**src/rtl/mux4_rr_arbiter_pkg.sv**
```systemverilog
`default_nettype none
// ============================================================================
//  Module      : mux4_rr_arbiter_pkg
//  Description : Shared definitions for the 4-way round-robin mux arbiter:
//                requester count, FSM state encoding, default parameter
//                values and the round-robin winner search.
//  Revision    : 1.0 - initial release
// ============================================================================
package mux4_rr_arbiter_pkg;

    localparam int NUM_REQ           = 4;
    localparam int DEFAULT_DATA_W    = 8;
    localparam int DEFAULT_MAX_BURST = 4;

    typedef enum logic {
        IDLE  = 1'b0,
        GRANT = 1'b1
    } state_t;

    typedef struct packed {
        logic       found;
        logic [1:0] idx;
    } pick_t;

    // Scan ptr+1 .. ptr+4 (mod 4); the first requester with req high wins.
    // The pointer itself is visited last, so the previous owner has the
    // lowest priority.
    function automatic pick_t rr_pick(input logic [NUM_REQ-1:0] req,
                                      input logic [1:0]         ptr);
        pick_t      p;
        logic [1:0] cand;
        p.found = 1'b0;
        p.idx   = 2'd0;
        for (int i = 1; i <= NUM_REQ; i++) begin
            cand = ptr + 2'(i);
            if (!p.found && req[cand]) begin
                p.found = 1'b1;
                p.idx   = cand;
            end
        end
        return p;
    endfunction

    function automatic logic [NUM_REQ-1:0] onehot4(input logic [1:0] idx);
        return 4'b0001 << idx;
    endfunction

endpackage
`default_nettype wire

```
**src/rtl/mux4_rr_arbiter_if.sv**
```systemverilog
`default_nettype none
// ============================================================================
//  Module      : mux4_rr_arbiter_if
//  Description : Requester/arbiter bundle.
//                req       - per-requester beat request (4 bits)
//                in_data   - requester data, slice k = in_data[k*DATA_W +: DATA_W]
//                gnt       - registered one-hot grant
//                sel       - registered mux select (granted index)
//                out_valid - registered, one cycle per transferred beat
//                out_data  - registered data of last transferred beat
//                master modport: requester side; slave modport: arbiter.
//  Revision    : 1.0 - initial release
// ============================================================================
interface mux4_rr_arbiter_if #(
    parameter int DATA_W = 8
);
    import mux4_rr_arbiter_pkg::*;

    logic [NUM_REQ-1:0]        req;
    logic [NUM_REQ*DATA_W-1:0] in_data;
    logic [NUM_REQ-1:0]        gnt;
    logic [1:0]                sel;
    logic                      out_valid;
    logic [DATA_W-1:0]         out_data;

    modport master (
        output req, in_data,
        input  gnt, sel, out_valid, out_data
    );

    modport slave (
        input  req, in_data,
        output gnt, sel, out_valid, out_data
    );

endinterface
`default_nettype wire

```
**src/rtl/mux4_rr_arbiter_mux4_w.sv**
```systemverilog
`default_nettype none
// ============================================================================
//  Module      : mux4_w
//  Description : DATA_W-wide combinational 4:1 mux.
//                in_data  - four packed DATA_W slices, slice k selected by k
//                sel      - 2-bit select
//                out_data - selected slice
//  Revision    : 1.0 - initial release
// ============================================================================
module mux4_w #(
    parameter int DATA_W = 8
) (
    input  wire logic [4*DATA_W-1:0] in_data,
    input  wire logic [1:0]          sel,
    output logic      [DATA_W-1:0]   out_data
);

    always_comb begin
        out_data = in_data[sel*DATA_W +: DATA_W];
    end

endmodule
`default_nettype wire

```
**src/rtl/mux4_rr_arbiter.sv**
```systemverilog
`default_nettype none
// ============================================================================
//  Module      : mux4_rr_arbiter
//  Description : Round-robin arbiter sharing one DATA_W-wide 4:1 mux output
//                between four requesters. Each grant lasts up to MAX_BURST
//                beats; the selected beat is registered onto out_data.
//                Ports: clk, rst_n (async, active low), bus (slave modport of
//                mux4_rr_arbiter_if).
//                Optional: MUX4_ARB_STATS_EN adds grant_cnt (4 x 16-bit
//                saturating per-requester beat counters).
//  Revision    : 1.0 - initial release
// ============================================================================
module mux4_rr_arbiter
    import mux4_rr_arbiter_pkg::*;
#(
    parameter int DATA_W    = DEFAULT_DATA_W,
    parameter int MAX_BURST = DEFAULT_MAX_BURST
) (
    input  wire logic              clk,
    input  wire logic              rst_n,
    mux4_rr_arbiter_if.slave       bus
`ifdef MUX4_ARB_STATS_EN
    ,
    output logic [NUM_REQ*16-1:0]  grant_cnt
`endif
);

    localparam int                 c_CNT_W     = $clog2(MAX_BURST) + 1;
    localparam logic [c_CNT_W-1:0] c_LAST_BEAT = c_CNT_W'(MAX_BURST - 1);

    state_t               r_state, w_state_nxt;
    logic [NUM_REQ-1:0]   r_gnt, w_gnt_nxt;
    logic [1:0]           r_sel, w_sel_nxt;
    logic [1:0]           r_last, w_last_nxt;
    logic [c_CNT_W-1:0]   r_beat_cnt, w_beat_cnt_nxt;
    logic                 r_out_valid, w_out_valid_nxt;
    logic [DATA_W-1:0]    r_out_data, w_out_data_nxt;

    logic                 w_beat;
    logic [DATA_W-1:0]    w_mux_data;
    pick_t                w_pick_idle;
    pick_t                w_pick_rel;

    mux4_w #(.DATA_W(DATA_W)) u_mux (
        .in_data  (bus.in_data),
        .sel      (r_sel),
        .out_data (w_mux_data)
    );

    // From IDLE the pointer is the last owner; on release the current owner
    // becomes the pointer, so it is scanned last when re-arbitrating.
    assign w_pick_idle = rr_pick(bus.req, r_last);
    assign w_pick_rel  = rr_pick(bus.req, r_sel);

    always_comb begin
        w_state_nxt     = r_state;
        w_gnt_nxt       = r_gnt;
        w_sel_nxt       = r_sel;
        w_last_nxt      = r_last;
        w_beat_cnt_nxt  = r_beat_cnt;
        w_out_valid_nxt = 1'b0;
        w_out_data_nxt  = r_out_data;
        w_beat          = 1'b0;

        case (r_state)
            IDLE: begin
                if (w_pick_idle.found) begin
                    w_state_nxt    = GRANT;
                    w_gnt_nxt      = onehot4(w_pick_idle.idx);
                    w_sel_nxt      = w_pick_idle.idx;
                    w_beat_cnt_nxt = '0;
                end
            end
            GRANT: begin
                w_beat = bus.req[r_sel];
                if (w_beat) begin
                    w_out_valid_nxt = 1'b1;
                    w_out_data_nxt  = w_mux_data;
                    w_beat_cnt_nxt  = r_beat_cnt + c_CNT_W'(1);
                end
                // Release either because the owner went quiet or because it
                // just spent its last allowed beat of this burst.
                if (!w_beat || (r_beat_cnt == c_LAST_BEAT)) begin
                    w_last_nxt     = r_sel;
                    w_beat_cnt_nxt = '0;
                    if (w_pick_rel.found) begin
                        w_gnt_nxt = onehot4(w_pick_rel.idx);
                        w_sel_nxt = w_pick_rel.idx;
                    end else begin
                        w_gnt_nxt   = '0;
                        w_state_nxt = IDLE;
                    end
                end
            end
            default: begin
                w_state_nxt = IDLE;
                w_gnt_nxt   = '0;
            end
        endcase
    end

    always_ff @(posedge clk or negedge rst_n) begin
        if (!rst_n) begin
            r_state     <= IDLE;
            r_gnt       <= '0;
            r_sel       <= 2'd0;
            r_last      <= 2'd3;
            r_beat_cnt  <= '0;
            r_out_valid <= 1'b0;
            r_out_data  <= '0;
        end else begin
            r_state     <= w_state_nxt;
            r_gnt       <= w_gnt_nxt;
            r_sel       <= w_sel_nxt;
            r_last      <= w_last_nxt;
            r_beat_cnt  <= w_beat_cnt_nxt;
            r_out_valid <= w_out_valid_nxt;
            r_out_data  <= w_out_data_nxt;
        end
    end

    assign bus.gnt       = r_gnt;
    assign bus.sel       = r_sel;
    assign bus.out_valid = r_out_valid;
    assign bus.out_data  = r_out_data;

`ifdef MUX4_ARB_STATS_EN
    for (genvar k = 0; k < NUM_REQ; k++) begin : g_stats
        logic [15:0] r_cnt;
        always_ff @(posedge clk or negedge rst_n) begin
            if (!rst_n) begin
                r_cnt <= 16'd0;
            end else if (w_beat && (r_sel == 2'(k)) && (r_cnt != 16'hFFFF)) begin
                r_cnt <= r_cnt + 16'd1;
            end
        end
        assign grant_cnt[k*16 +: 16] = r_cnt;
    end
`endif

endmodule
`default_nettype wire
```
**src/flat_wrapper.sv**
```systemverilog
// flat-port wrapper written by rule: the top's interface ports become plain ports
module mux4_rr_arbiter_flat import mux4_rr_arbiter_pkg::*;
#(
    parameter int DATA_W    = DEFAULT_DATA_W,
    parameter int MAX_BURST = DEFAULT_MAX_BURST
)
  (clk, rst_n, bus_req, bus_in_data, bus_gnt, bus_sel, bus_out_valid, bus_out_data);
  mux4_rr_arbiter_if #(.DATA_W(DATA_W)) bus_i ();
  input  wire logic clk;
  input  wire logic rst_n;
  input wire logic [$bits(bus_i.req)-1:0] bus_req;
  input wire logic [$bits(bus_i.in_data)-1:0] bus_in_data;
  output wire logic [$bits(bus_i.gnt)-1:0] bus_gnt;
  output wire logic [$bits(bus_i.sel)-1:0] bus_sel;
  output wire logic [$bits(bus_i.out_valid)-1:0] bus_out_valid;
  output wire logic [$bits(bus_i.out_data)-1:0] bus_out_data;
  assign bus_i.req = bus_req;
  assign bus_i.in_data = bus_in_data;
  assign bus_gnt = bus_i.gnt;
  assign bus_sel = bus_i.sel;
  assign bus_out_valid = bus_i.out_valid;
  assign bus_out_data = bus_i.out_data;
  mux4_rr_arbiter #(.DATA_W(DATA_W), .MAX_BURST(MAX_BURST)) u_core (.clk(clk), .rst_n(rst_n), .bus(bus_i));
endmodule
```
**config.mk**
```make
export PLATFORM = sky130hd
export DESIGN_NAME = mux4_rr_arbiter_flat
export DESIGN_NICKNAME = d
export VERILOG_FILES = /design/src/rtl/mux4_rr_arbiter_pkg.sv /design/src/rtl/mux4_rr_arbiter_if.sv /design/src/rtl/mux4_rr_arbiter_mux4_w.sv /design/src/rtl/mux4_rr_arbiter.sv /design/src/flat_wrapper.sv
export SDC_FILE = /design/constraint.sdc
export NUM_CORES = 1
export LEC_CHECK = 0
export ABC_AREA = 1
export CAP_MARGIN = 5
export CORE_MARGIN = 2
export CORE_UTILIZATION = 50
export CTS_BUF_LIST = sky130_fd_sc_hd__clkbuf_8
export DETAILED_ROUTE_END_ITERATION = 12
export MAX_ROUTING_LAYER = met4
export PLACE_DENSITY = 0.84
export SLEW_MARGIN = 10
export SYNTH_ARGS = -nofsm -noshare
export SYNTH_HDL_FRONTEND = slang
export SYNTH_SLANG_ARGS = --single-unit
```
**constraint.sdc**
```tcl
create_clock -name clk -period 4.5 [get_ports clk]
set_input_delay 0.675 -clock clk [delete_from_list [all_inputs] [get_ports clk]]
set_output_delay 0.675 -clock clk [all_outputs]
set_load 0.01 [all_outputs]
```
==> metrics.txt <==
vias in the first global route 1919; worst hold path type register to register; Max IR drop VDD 0.3687 mV; Distinct cells, synth 30; crit path kind register to output pin; die width 63.15 um; Overflow after GRT 0; r2r setup slk 2.08 ns; Core Region 3337 um2; routed wl met3 189 um; Slowest-stage cell, CP dfrtp_1; Fin. Hold Viols 0; nets 348; TritonCTS Buffers 3; first drt pass iteration count 4; port bufs 52; # DRC 0; mean area per synthesized cell 6.728 um2; CP Data Arrival Time 1.93 ns; CP delay by family, top flip-flops; PostCTS Resize Cnt 0; asr flop ratio synth 1.000; Clock Latency Late Sink 0.25 ns; endpoint type of the worst setup path output pin; Slew HR 0.3744; CTS Hold Bufs 0; total number of vias 1847; DRT antenna net count 0; chip height 63.15 um; Wirelength per Cell 12.67 um; syn_nets 300; met2 routed WL 2.358 mm; fraction of layout cells with a size suffix above 1 0.1401; DRT iter0 DRCs 175; critical path, cell by cell clkdlybuf4s50_1; drt total wl 4.474 mm; FILL cells 308; std cell rows 21; Most used DFF post-synth dfrtp_1; Starting Density 0.5242; deepest clock path buffer count 2; number of synthesized flops with an enable pin 0; top layer in use met4; cell area power density 741.6 nW/um2; Clock Pin Slew Worst Setup and Hold Paths 0.08 ns; GRT Util Overall 0.2485; CTS Sinks 21; RSZ-0062 raised after global routing no; commonest cells after routing, fill and taps aside 96 x nand2_1, 52 x clkdlybuf4s50_1, 47 x nand3_1, 19 x dfrtp_1, 14 x inv_1; clk root buf clkbuf_8; Final setup viols 0; first-pass GRT wire length 7.928 mm; slowest stage delay, CP 0.96 ns; Clock Skews 0.003634 ns; Worst R2R End u_core.bus.sel[1]$_DFFE_PN0P_; R2R depth 11; CP Launch Type register; Max Cap Viol 0; Seq cells post-synth 21; required time worst endpoint 3.83 ns; cell area after synthesis 1749 um2; met1 WL 1.911 mm; Detailed Place HPWL 3.437 mm; Hold EP u_core.bus.gnt[2]$_DFFE_PN0P_; sequential fraction of the synthesis area 0.3019; WP buf/inv 1; post-layout util 0.6933; die area 3987 um2; CTS tree yes; # H-tree levels 1; Leakage 1.118 nW; Area Overhead vs Synth 32.26%; f_max 0.3845 GHz; reg-to-reg startpoint u_core.bus.sel[0]$_DFFE_PN0P_; worst-margin pin slew 0.9384 ns; area occupied by multi-input gates 1066 um2; register area 528.0 um2; leading cell type in the layout, fill and taps excluded nand2_1; GPL Wtd Cong 0.8546; hold depth 2; max-slew violation count 0; Top Ports 53; # diodes 0; initial antenna violation count 0; min Tclk post-route 2.601 ns; status finished clean; Setup TNS 0 ns; number of post-CTS setup repair buffers 0; fin crit share 0.5780; largest net degree at the start of global routing 28; via density per instance 5.232; Synth Warn # 0; Worst Path Max Fanout 27; Hold Startpoint u_core.bus.gnt[2]$_DFFE_PN0P_; Gate Count Post-Synth 260
==> how the worst max path moves through the flow <==
stage	depth (start not counted)	from	to	slack (ns)
6_report	1	u_core.bus.sel[0]$_DFFE_PN0P_	bus_sel[0]	1.90
4_1_cts	1	u_core.bus.sel[0]$_DFFE_PN0P_	bus_sel[0]	1.89
5_1_grt	1	u_core.bus.sel[0]$_DFFE_PN0P_	bus_sel[0]	1.81
2_1_floorplan	8	bus_req[0]	u_core.bus.out_data[1]$_DFFE_PN0P_	2.75
3_5_place_dp	12	bus_req[3]	u_core.bus.sel[0]$_DFFE_PN0P_	1.99
3_3_place_gp	12	bus_req[1]	u_core.bus.sel[1]$_DFFE_PN0P_	2.05
==> area by class of cell <==
class	count	area share
clock buffer	3	0.01785
multi-input combinational	206	0.4608
sequential	21	0.2282
tap	46	0.02488
inverter	24	0.04110
timing repair buffer	52	0.2250
clock inverter	1	0.002163
==> sequential cells by signal (all words and copies together), names as in the netlist <==
name / count
u_core.r_state: 1
u_core.bus.gnt: 4
u_core.bus.sel: 2
u_core.r_last: 2
u_core.r_beat_cnt: 3
u_core.bus.out_data: 8
u_core.bus.out_valid: 1
==> synthesized netlist by cell type, types with 4 or more instances <==
cell type,n,share of area
nand3_1,47,0.13
a21oi_1,4,0.011
mux2_1,4,0.026
dfrtp_1,19,0.27
inv_2,8,0.017
mux2_2,4,0.026
inv_1,14,0.030
nand2_1,96,0.21
nor2_1,6,0.013
nand4_1,9,0.032
nand2_2,12,0.043
o21ai_1,4,0.011
clkbuf_1,4,0.0086
==> metrics by stage <==
step / total power, mW / hold WS [ns] / setup slack (ns) / cells / area [um2]
after CTS: 1.727 / 0.4896 / 1.890 / 353 / 2313
after floorplan: 1.277 / 0.3794 / 2.751 / 260 / 1749
final: 1.716 / 0.4823 / 1.899 / 353 / 2313
after detailed placement: 1.596 / 0.4716 / 1.994 / 349 / 2267
after global placement: 1.566 / 0.4627 / 2.049 / 349 / 2267
after global routing: 1.906 / 0.5191 / 1.811 / 353 / 2313
==> metal layers <==
metal,vias up,global-route usage
li1,947,-
met1,850,0.2877
met2,48,0.4521
met3,2,0.03036
met4,0,0.06667
met5,-,-
==> kinds of logic (layout without fill, tap and decap cells) <==
| kind of cell | count (synthesis) | in the layout | synth area share |
|---|---|---|---|
| buffers and inverters | 33 | 80 | 0.08869 |
| AOI/OAI and AO/OA | 16 | 16 | 0.05365 |
| adders and majority gates | 2 | 2 | 0.01430 |
| muxes | 8 | 8 | 0.05150 |
| and+or+nand+nor | 180 | 180 | 0.4900 |
| DFF | 21 | 21 | 0.3019 |
==> power by group <==
part | leakage, nW | total [mW] | internal (mW) | switching (mW)
Sequential | 0.255 | 0.416 | 0.286 | 0.129
Combinational | 0.837 | 1.18 | 0.482 | 0.698
Clock | 0.0255 | 0.120 | 0.0615 | 0.0585
Total | 1.12 | 1.72 | 0.830 | 0.886
Note: power is estimated with default switching activity, not from simulation.
